`src/rtl/pipe_hazard_if.sv`:
```
// Data-memory handshake between the hazard controller and the MEM stage / memory.
// dm_valid is held by the controller until the memory raises dm_ack in the same cycle.
interface pipe_hazard_if;
  logic dm_req_mem;
  logic dm_ack;
  logic dm_valid;

  modport master (
    input  dm_req_mem,
    input  dm_ack,
    output dm_valid
  );

  modport slave (
    output dm_req_mem,
    output dm_ack,
    input  dm_valid
  );
endinterface

```
`src/rtl/pipe_hazard_ctrl.sv`:
```
// Pipeline sequencing controller for a 5-stage RV32I core: load-use bubbles,
// taken-branch squash and data-memory freeze with a sticky timeout fault.
module pipe_hazard_ctrl #(
  parameter int DM_TIMEOUT = 16,
  parameter int CNT_W      = 16
) (
  input  logic             clk,
  input  logic             rst_n,
  input  logic [4:0]       rs1_id,
  input  logic [4:0]       rs2_id,
  input  logic [4:0]       rd_ex,
  input  logic             load_ex,
  input  logic             branch_taken_ex,
  pipe_hazard_if.master    dm_if,
  output logic             pc_en,
  output logic             if_id_en,
  output logic             id_ex_en,
  output logic             ex_mem_en,
  output logic             mem_wb_en,
  output logic             if_id_flush,
  output logic             id_ex_flush,
  output logic             ex_mem_flush,
  output logic             mem_wb_flush,
  output logic             fault,
  output logic [CNT_W-1:0] stall_cnt,
  output logic [1:0]       o_state
);

  localparam logic [1:0] ST_RUN      = 2'd0;
  localparam logic [1:0] ST_MEM_WAIT = 2'd1;
  localparam logic [1:0] ST_FAULT    = 2'd2;

  localparam int WC_W      = (DM_TIMEOUT < 1) ? 1 : $clog2(DM_TIMEOUT + 1);
  localparam int WC_LAST_I = (DM_TIMEOUT > 0) ? DM_TIMEOUT - 1 : 0;
  localparam logic [WC_W-1:0] WC_LAST = WC_LAST_I[WC_W-1:0];

  logic [1:0]       r_state;
  logic [WC_W-1:0]  r_wait_cnt;
  logic             r_fault;
  logic [CNT_W-1:0] r_stall_cnt;

  logic [1:0]       w_state_nxt;
  logic [WC_W-1:0]  w_wait_nxt;
  logic             w_load_use;
  logic             w_dm_valid;

  // Outputs of an advancing cycle (RUN without a pending access, or the ack cycle).
  logic w_adv_pc_en;
  logic w_adv_if_id_en;
  logic w_adv_if_id_flush;
  logic w_adv_id_ex_flush;

  assign w_load_use = load_ex && (rd_ex != 5'd0) &&
                      ((rd_ex == rs1_id) || (rd_ex == rs2_id));

  always_comb begin
    w_adv_pc_en       = 1'b1;
    w_adv_if_id_en    = 1'b1;
    w_adv_if_id_flush = 1'b0;
    w_adv_id_ex_flush = 1'b0;
    if (branch_taken_ex) begin
      w_adv_if_id_flush = 1'b1;
      w_adv_id_ex_flush = 1'b1;
    end else if (w_load_use) begin
      w_adv_pc_en       = 1'b0;
      w_adv_if_id_en    = 1'b0;
      w_adv_id_ex_flush = 1'b1;
    end
  end

  always_comb begin
    pc_en        = 1'b1;
    if_id_en     = 1'b1;
    id_ex_en     = 1'b1;
    ex_mem_en    = 1'b1;
    mem_wb_en    = 1'b1;
    if_id_flush  = 1'b0;
    id_ex_flush  = 1'b0;
    ex_mem_flush = 1'b0;
    mem_wb_flush = 1'b0;
    w_dm_valid   = 1'b0;
    w_state_nxt  = r_state;
    w_wait_nxt   = r_wait_cnt;

    case (r_state)
      ST_RUN: begin
        w_dm_valid = dm_if.dm_req_mem;
        if (dm_if.dm_req_mem && !dm_if.dm_ack) begin
          pc_en        = 1'b0;
          if_id_en     = 1'b0;
          id_ex_en     = 1'b0;
          ex_mem_en    = 1'b0;
          mem_wb_flush = 1'b1;
          w_wait_nxt   = WC_W'(1);
          w_state_nxt  = (DM_TIMEOUT == 1) ? ST_FAULT : ST_MEM_WAIT;
        end else begin
          pc_en       = w_adv_pc_en;
          if_id_en    = w_adv_if_id_en;
          if_id_flush = w_adv_if_id_flush;
          id_ex_flush = w_adv_id_ex_flush;
        end
      end

      ST_MEM_WAIT: begin
        w_dm_valid = 1'b1;
        if (dm_if.dm_ack) begin
          pc_en       = w_adv_pc_en;
          if_id_en    = w_adv_if_id_en;
          if_id_flush = w_adv_if_id_flush;
          id_ex_flush = w_adv_id_ex_flush;
          w_wait_nxt  = '0;
          w_state_nxt = ST_RUN;
        end else begin
          pc_en        = 1'b0;
          if_id_en     = 1'b0;
          id_ex_en     = 1'b0;
          ex_mem_en    = 1'b0;
          mem_wb_flush = 1'b1;
          if ((DM_TIMEOUT != 0) && (r_wait_cnt == WC_LAST)) begin
            w_state_nxt = ST_FAULT;
          end else begin
            w_wait_nxt = r_wait_cnt + WC_W'(1);
          end
        end
      end

      default: begin
        // FAULT and any unused encoding: everything frozen until reset.
        pc_en       = 1'b0;
        if_id_en    = 1'b0;
        id_ex_en    = 1'b0;
        ex_mem_en   = 1'b0;
        mem_wb_en   = 1'b0;
        w_state_nxt = ST_FAULT;
      end
    endcase

    // Reset fills every stage with bubbles regardless of state.
    if (!rst_n) begin
      pc_en        = 1'b0;
      w_dm_valid   = 1'b0;
      if_id_en     = 1'b1;
      id_ex_en     = 1'b1;
      ex_mem_en    = 1'b1;
      mem_wb_en    = 1'b1;
      if_id_flush  = 1'b1;
      id_ex_flush  = 1'b1;
      ex_mem_flush = 1'b1;
      mem_wb_flush = 1'b1;
    end
  end

  always_ff @(posedge clk) begin
    if (!rst_n) begin
      r_state     <= ST_RUN;
      r_wait_cnt  <= '0;
      r_fault     <= 1'b0;
      r_stall_cnt <= '0;
    end else begin
      r_state    <= w_state_nxt;
      r_wait_cnt <= w_wait_nxt;
      r_fault    <= r_fault | (w_state_nxt == ST_FAULT);
      if ((r_state != ST_FAULT) && !pc_en && (r_stall_cnt != '1)) begin
        r_stall_cnt <= r_stall_cnt + CNT_W'(1);
      end
    end
  end

  assign dm_if.dm_valid = w_dm_valid;
  assign fault          = r_fault;
  assign stall_cnt      = r_stall_cnt;
  assign o_state        = r_state;

endmodule

```
`src/flat_wrapper.sv`:
```
// flat-port wrapper written by rule: the top's interface ports become plain ports
module pipe_hazard_ctrl_flat 
#(
  parameter int DM_TIMEOUT = 16,
  parameter int CNT_W      = 16
)
  (clk, rst_n, rs1_id, rs2_id, rd_ex, load_ex, branch_taken_ex, pc_en, if_id_en, id_ex_en, ex_mem_en, mem_wb_en, if_id_flush, id_ex_flush, ex_mem_flush, mem_wb_flush, fault, stall_cnt, o_state, dm_if_dm_req_mem, dm_if_dm_ack, dm_if_dm_valid);
  pipe_hazard_if dm_if_i ();
  input  logic clk;
  input  logic rst_n;
  input  logic [4:0] rs1_id;
  input  logic [4:0] rs2_id;
  input  logic [4:0] rd_ex;
  input  logic load_ex;
  input  logic branch_taken_ex;
  output logic pc_en;
  output logic if_id_en;
  output logic id_ex_en;
  output logic ex_mem_en;
  output logic mem_wb_en;
  output logic if_id_flush;
  output logic id_ex_flush;
  output logic ex_mem_flush;
  output logic mem_wb_flush;
  output logic fault;
  output logic [CNT_W-1:0] stall_cnt;
  output logic [1:0] o_state;
  input wire logic [$bits(dm_if_i.dm_req_mem)-1:0] dm_if_dm_req_mem;
  input wire logic [$bits(dm_if_i.dm_ack)-1:0] dm_if_dm_ack;
  output wire logic [$bits(dm_if_i.dm_valid)-1:0] dm_if_dm_valid;
  assign dm_if_i.dm_req_mem = dm_if_dm_req_mem;
  assign dm_if_i.dm_ack = dm_if_dm_ack;
  assign dm_if_dm_valid = dm_if_i.dm_valid;
  pipe_hazard_ctrl #(.DM_TIMEOUT(DM_TIMEOUT), .CNT_W(CNT_W)) u_core (.clk(clk), .rst_n(rst_n), .rs1_id(rs1_id), .rs2_id(rs2_id), .rd_ex(rd_ex), .load_ex(load_ex), .branch_taken_ex(branch_taken_ex), .dm_if(dm_if_i), .pc_en(pc_en), .if_id_en(if_id_en), .id_ex_en(id_ex_en), .ex_mem_en(ex_mem_en), .mem_wb_en(mem_wb_en), .if_id_flush(if_id_flush), .id_ex_flush(id_ex_flush), .ex_mem_flush(ex_mem_flush), .mem_wb_flush(mem_wb_flush), .fault(fault), .stall_cnt(stall_cnt), .o_state(o_state));
endmodule
```
`config.mk`:
```
export PLATFORM = sky130hd
export DESIGN_NAME = pipe_hazard_ctrl_flat
export DESIGN_NICKNAME = d
export VERILOG_FILES = /design/src/rtl/pipe_hazard_if.sv /design/src/rtl/pipe_hazard_ctrl.sv /design/src/flat_wrapper.sv
export SDC_FILE = /design/constraint.sdc
export NUM_CORES = 1
export LEC_CHECK = 0
export BUFFER_PORTS_ARGS = -buffer_cell sky130_fd_sc_hd__buf_4
export CORE_MARGIN = 10
export CORE_UTILIZATION = 43
export DETAILED_ROUTE_END_ITERATION = 10
export PLACE_DENSITY = 0.69
export SLEW_MARGIN = 20
export SYNTH_ARGS = -nofsm -noshare
export SYNTH_HDL_FRONTEND = slang
export SYNTH_SLANG_ARGS = --single-unit
```
`constraint.sdc`:
```
create_clock -name clk -period 6.1 [get_ports clk]
set_clock_uncertainty 0.2 [all_clocks]
set_input_delay 0.305 -clock clk [delete_from_list [all_inputs] [get_ports clk]]
set_output_delay 0.305 -clock clk [all_outputs]
set_load 0.005 [all_outputs]
```
* Word level (Yosys, flattened, before mapping)
Index checks and enable logic that the tools add are counted.
** Storage, ports and cells
- Register bits after elaboration :: 24
** Cells by class
- Add/subtract/negate cells :: 2
- Equal/unequal tests :: 9
- Multiplexer cells :: 39
- Bitwise gates (word level) :: 1
- Reduce and logical (&&, ||, !) cells :: 13
** Operators with widths (number)
- 1-bit two-way mux :: 25
- 16-bit by 1-bit adder with 16-bit output, second input constant :: 1
- 16-bit inequality test, second input constant :: 1
- 5-bit two-way mux :: 3
- 1-bit case mux with 2 select lines :: 6
- 5-bit == test :: 2
- 5-bit case mux with 2 select lines :: 1
- 2-bit two-way mux :: 3
- 5-bit by 1-bit adder with 5-bit output, second input constant :: 1
- 5-bit by 4-bit == test with 1-bit output, second input constant :: 1
- 1-bit logical AND :: 5
- 5-bit nonzero test :: 1
- 2-bit case mux with 2 select lines :: 1
- 3-bit inequality test, second input constant :: 1
- 3-bit AND reduction :: 1
- 2-bit by 1-bit == test with 1-bit output, second input constant :: 1
- 2-bit == test, second input constant :: 1
- 1-bit zero test :: 2
- 2-bit zero test :: 1
- 2-bit by 1-bit inequality test with 1-bit output, second input constant :: 1
- 2-bit inequality test, second input constant :: 1
- 2-bit nonzero test :: 1
- 2-bit OR reduction :: 1
- 1-bit logical OR :: 1
- 1-bit bitwise OR :: 1

* Longest topological paths before layout
- Word-level depth :: 11
- Mapped depth :: 9
- Gate-level depth less buffers :: 9

* Worst setup path before layout
Ideal clock, no wire load.
- Path kind :: register to register
- Start point :: register u_core.r_stall_cnt[0], in the netlist u_core.stall_cnt[0]
- End point :: register u_core.r_stall_cnt[10], in the netlist u_core.stall_cnt[10]
- Setup time :: 0.071 ns
- Arrival :: 1.712 ns
- Data required time :: 5.829 ns
- Setup slack :: 4.117 ns
- Stages on the path, launching flop included :: 8
- Path buffers :: 1
- Clock period less this slack :: 1.983 ns
- Cells stage by stage :: dfxtp_1 -> ha_1 -> inv_1 -> nor2_1 -> a31o_2 -> buf_2 -> or4_1 -> a21oi_1
** Between the ends
- Longest elaborated chain between the ends :: 2
- Elaborated cells on any way between the ends :: 3
** RTL lines
- from (decl) :: RTL line pipe_hazard_ctrl.sv:40 : logic [CNT_W-1:0] r_stall_cnt;
- from (signal assigned) :: RTL line pipe_hazard_ctrl.sv:164 : r_stall_cnt <= r_stall_cnt + CNT_W'(1);
- parallel branches: the longest is 2 deep, another holds 16-bit by 1-bit adder with 16-bit output
Parallel ways; which one is timed is not known.
A chain may end at the register's enable or synchronous reset.

* Worst setup path in the final report
- Start point :: register u_core.r_state[0], in the netlist u_core.o_state[0]
- End point :: output pc_en
** Between the ends
- Longest elaborated chain between the ends :: 3
- Elaborated cells on any way between the ends :: 4
** RTL lines
- from (decl) :: RTL line pipe_hazard_ctrl.sv:37 : logic [1:0] r_state;
- from (signal assigned) :: RTL line pipe_hazard_ctrl.sv:160 : r_state <= w_state_nxt;
- 2-bit by 1-bit == test with 1-bit output or 2-bit zero test (tied branches) :: RTL line pipe_hazard_ctrl.sv:85 : case (r_state)
- 1-bit case mux with 2 select lines (*) :: RTL line pipe_hazard_ctrl.sv:85
- 1-bit two-way mux (*) :: RTL line pipe_hazard_ctrl.sv:139 : if (!rst_n) begin
- to (decl) :: RTL line flat_wrapper.sv:16 : output logic pc_en;
Mark *: on every way between the ends. The rest lies on a longest branch, timed or not.

==> flow_summary.yaml <==
outcome:
  status: "finished clean"
pwr:
  clkPwrFrac_pct: 27.3
  peakVddDrop_v: 0.000113
  p_leak_nw: 0.723
  power_density_nw_per_um2: 161
  combPwrFrac_pct: 18.4
  intPower_mw: 0.224
  switchingPower_mw: 0.0778
  totalPowerFinal_mw: 0.302
  share_seq_of_total_power_pct: 54.3
  p_sw_share_pct: 25.7
timing:
  period_minus_slack_ns: 2.36
  finalSetupTns_ns: 0
  worst_slack_ns: 3.74
  max_slew_margin_pct: 64.3
  worstMarginPinSlew_ns: 0.532
  setup_viol: 0
  hold_viol: 0
  rsz0062_at_grt: "no"
  fmax_mhz: 424
  fin_crit_sh_pct: 38.6
  drv_slew: 0
critical_path:
  ff2ff_setup_slack_ns: 3.80
  crit_fanout: 31
  critPathLaunch: "u_core.o_state[0]$_SDFF_PN0_"
  critPathRequiredTime_ns: 5.59
  critPathLaunchType: "flop"
  endpoint_kind: "output port"
  setup.worst_path.class: "reg -> out"
  r2r.worst_path.cells: 6
  cp.arrival_ns: 1.85
  r2r-end: "u_core.stall_cnt[6]$_SDFFE_PN0P_"
  rr_startpoint: "u_core.stall_cnt[2]$_SDFFE_PN0P_"
  worstSetupEndpoint: "pc_en"
drt:
  route.antenna.remaining_nets: 0
  first_iter_violations: 92
  wl_um: 3980
  drc: 0
  num_vias: 1514
  wl_per_cell_um: 14.7
  viasPerCell: 5.61
  dr.pass1.iters: 4
yosys:
  syn_inst: 183
  yosysTopAreaCell: "dfxtp_1"
  synth_top_area_share_pct: 32.6
  synth_area_per_cell_um2: 8.05
  yosys.cell_types.count: 44
  yosys_warnings: 0
  netlist_area_um2: 1470
  synth-main-ff-cell: "dfxtp_1"
  synth_edf_count: 0
  synthesis.nets: 207
  synth_async_sr_flop_share_pct: 0
  synth.area.top_cells: "dfxtp_1 33%, xnor2_1 5.9%, a21oi_1 5.4%, nand2_1 5.1%, o31ai_1 5.1%"
  ys_seq_area_share_pct: 32.6
  synth-seq-cells: 24
floorplan:
  io_pins: 50
  core_um2: 3340
  die-area_um2: 6170
  start_util_pct: 44.2
  chipWidth_um: 78.5
  dieHeight_um: 78.5
  rows: 21
place:
  place_hpwl_um: 3070
  io_buffers: 49
  placed_area_um2: 1840
  post-place-ws_ns: 3.80
  gp_congestion: 0.784
finish:
  drive_above_1_share_pct: 27.7
  nets: 249
  fin_area_um2: 1870
  antennaDiodeCount: 0
  area.growth.synth_to_final_pct: 27.1
clocking:
  clkLatencyLatePin_ns: 0.31
  ctsResizeCount: 0
  htreeDepth: 1
  clk_pin_slew_ns: 0.12
  clk_path_buf_depth: 2
  cts_root_buf: "clkbuf_4"
  postCtsSetupBuffers: 0
  cts_buffers: 3
  cts_tree: "built"
  cts_sinks: 24
  holdBufCountCts: 0
global_route:
  grt_pass1_vias: 1420
  grtUsageTotal_pct: 12.4
  grt_start_max_net_pins: 32
  overflow: 0
  grt_pass1_wl_um: 6530
  antenna_found_initial: 0
job:
  drv_cap: 0
worst_hold_path:
  hold_class: "in -> reg"
-- power groups by stage --
| stage | clock (mW) | sequential (mW) | combinational (mW) |
|---|---|---|---|
| floorplan | 0 | 0.166 | 0.0316 |
| global placement | 0 | 0.168 | 0.0538 |
| detailed placement | 0 | 0.168 | 0.0559 |
| CTS | 0.0837 | 0.164 | 0.0561 |
| global route | 0.0899 | 0.165 | 0.0612 |
| finish | 0.0826 | 0.164 | 0.0555 |
-- through the flow --
step | util, % | instances | hold WS, ns
2_1_floorplan | - | 183 | 0.251
3_3_place_gp | 55.0 | 266 | 0.244
3_5_place_dp | 55.0 | 266 | 0.250
4_1_cts | 56.1 | 270 | 0.00748
5_1_grt | 56.1 | 270 | 0.0112
6_report | 56.1 | 270 | 0.00989
-- how the worst min path moves through the flow --
stage / start / end / slack (ns) / depth (start not counted)
finish: dm_if_dm_ack / u_core.o_state[0]$_SDFF_PN0_ / 0.01 / 2
global route: dm_if_dm_ack / u_core.o_state[0]$_SDFF_PN0_ / 0.01 / 2
CTS: dm_if_dm_ack / u_core.o_state[0]$_SDFF_PN0_ / 0.007 / 2
detailed placement: u_core.fault$_SDFF_PN0_ / u_core.fault$_SDFF_PN0_ / 0.25 / 1
global placement: u_core.fault$_SDFF_PN0_ / u_core.fault$_SDFF_PN0_ / 0.24 / 1
floorplan: u_core.fault$_SDFF_PN0_ / u_core.fault$_SDFF_PN0_ / 0.25 / 1
-- layer usage --
metal | share of wire [%] | vias up | global-route usage (%)
met2 | 48 | 42 | 20.6
met1 | 43 | 714 | 14.5
met3 | 8.8 | 4 | 4.56
li1 | - | 754 | -
met4 | 1.0 | 0 | 3.76
met5 | 0 | - | 0
-- state kept, by name (all words and copies together), names as in the netlist --
signal,flops
u_core.o_state,2
u_core.stall_cnt,16
u_core.r_wait_cnt,5
u_core.fault,1
-- synth_stat cells (all sizes together) (2+ instances only) --
master,instances
o31ai,10
or3,3
nor3,2
nand3,8
inv,6
buf,9
clkbuf,4
nand4,6
and4,2
xor2,2
nand2b,4
dfxtp,24
or4,9
nor2,10
mux2i,4
nand2,20
xnor2,10
o311ai,2
a21oi,16
o41ai,2
ha,3
nor4,5
and3,2
or2,2
o21ai,5
-- placed cells by master, fill, tap and decap left out, types with 6 or more instances in the layout --
cell	netlist	layout
a21oi_1	16	16
nand3_1	7	7
or4_1	9	9
nor2_1	10	10
dfxtp_1	24	24
buf_4	2	50
o31ai_1	10	10
inv_1	6	6
nand4_1	6	6
nand2_1	20	20
xnor2_1	10	10
-- cells by family after synthesis --
| group | share of synthesized area, % |
|---|---|
| AOI/OAI and AO/OA | 19.7 |
| xor gates and xnor gates | 7.13 |
| adders and majority gates | 2.55 |
| buffers and inverters | 6.53 |
| DFF | 32.6 |
| muxes | 2.72 |
| and+or+nand+nor | 28.8 |
-- final cells by class --
class / count / area, um^2
Clock buffer: 4 / 36.3
Fill cell: 329 / 1460
Inverter: 7 / 26.3
Multi-Input combinational cell: 139 / 897
Sequential cell: 24 / 480
Tap cell: 46 / 57.6
Timing Repair Buffer: 50 / 375
-- critical path: stages (launching register included) --
cell and delay, ns:
dfxtp_1 0.41, nor2_1 0.20, or2_1 0.14, nand2_1 0.09
a211oi_2 0.20, buf_4 0.32, buf_4 0.17
Power figures use the tool's default switching activity.
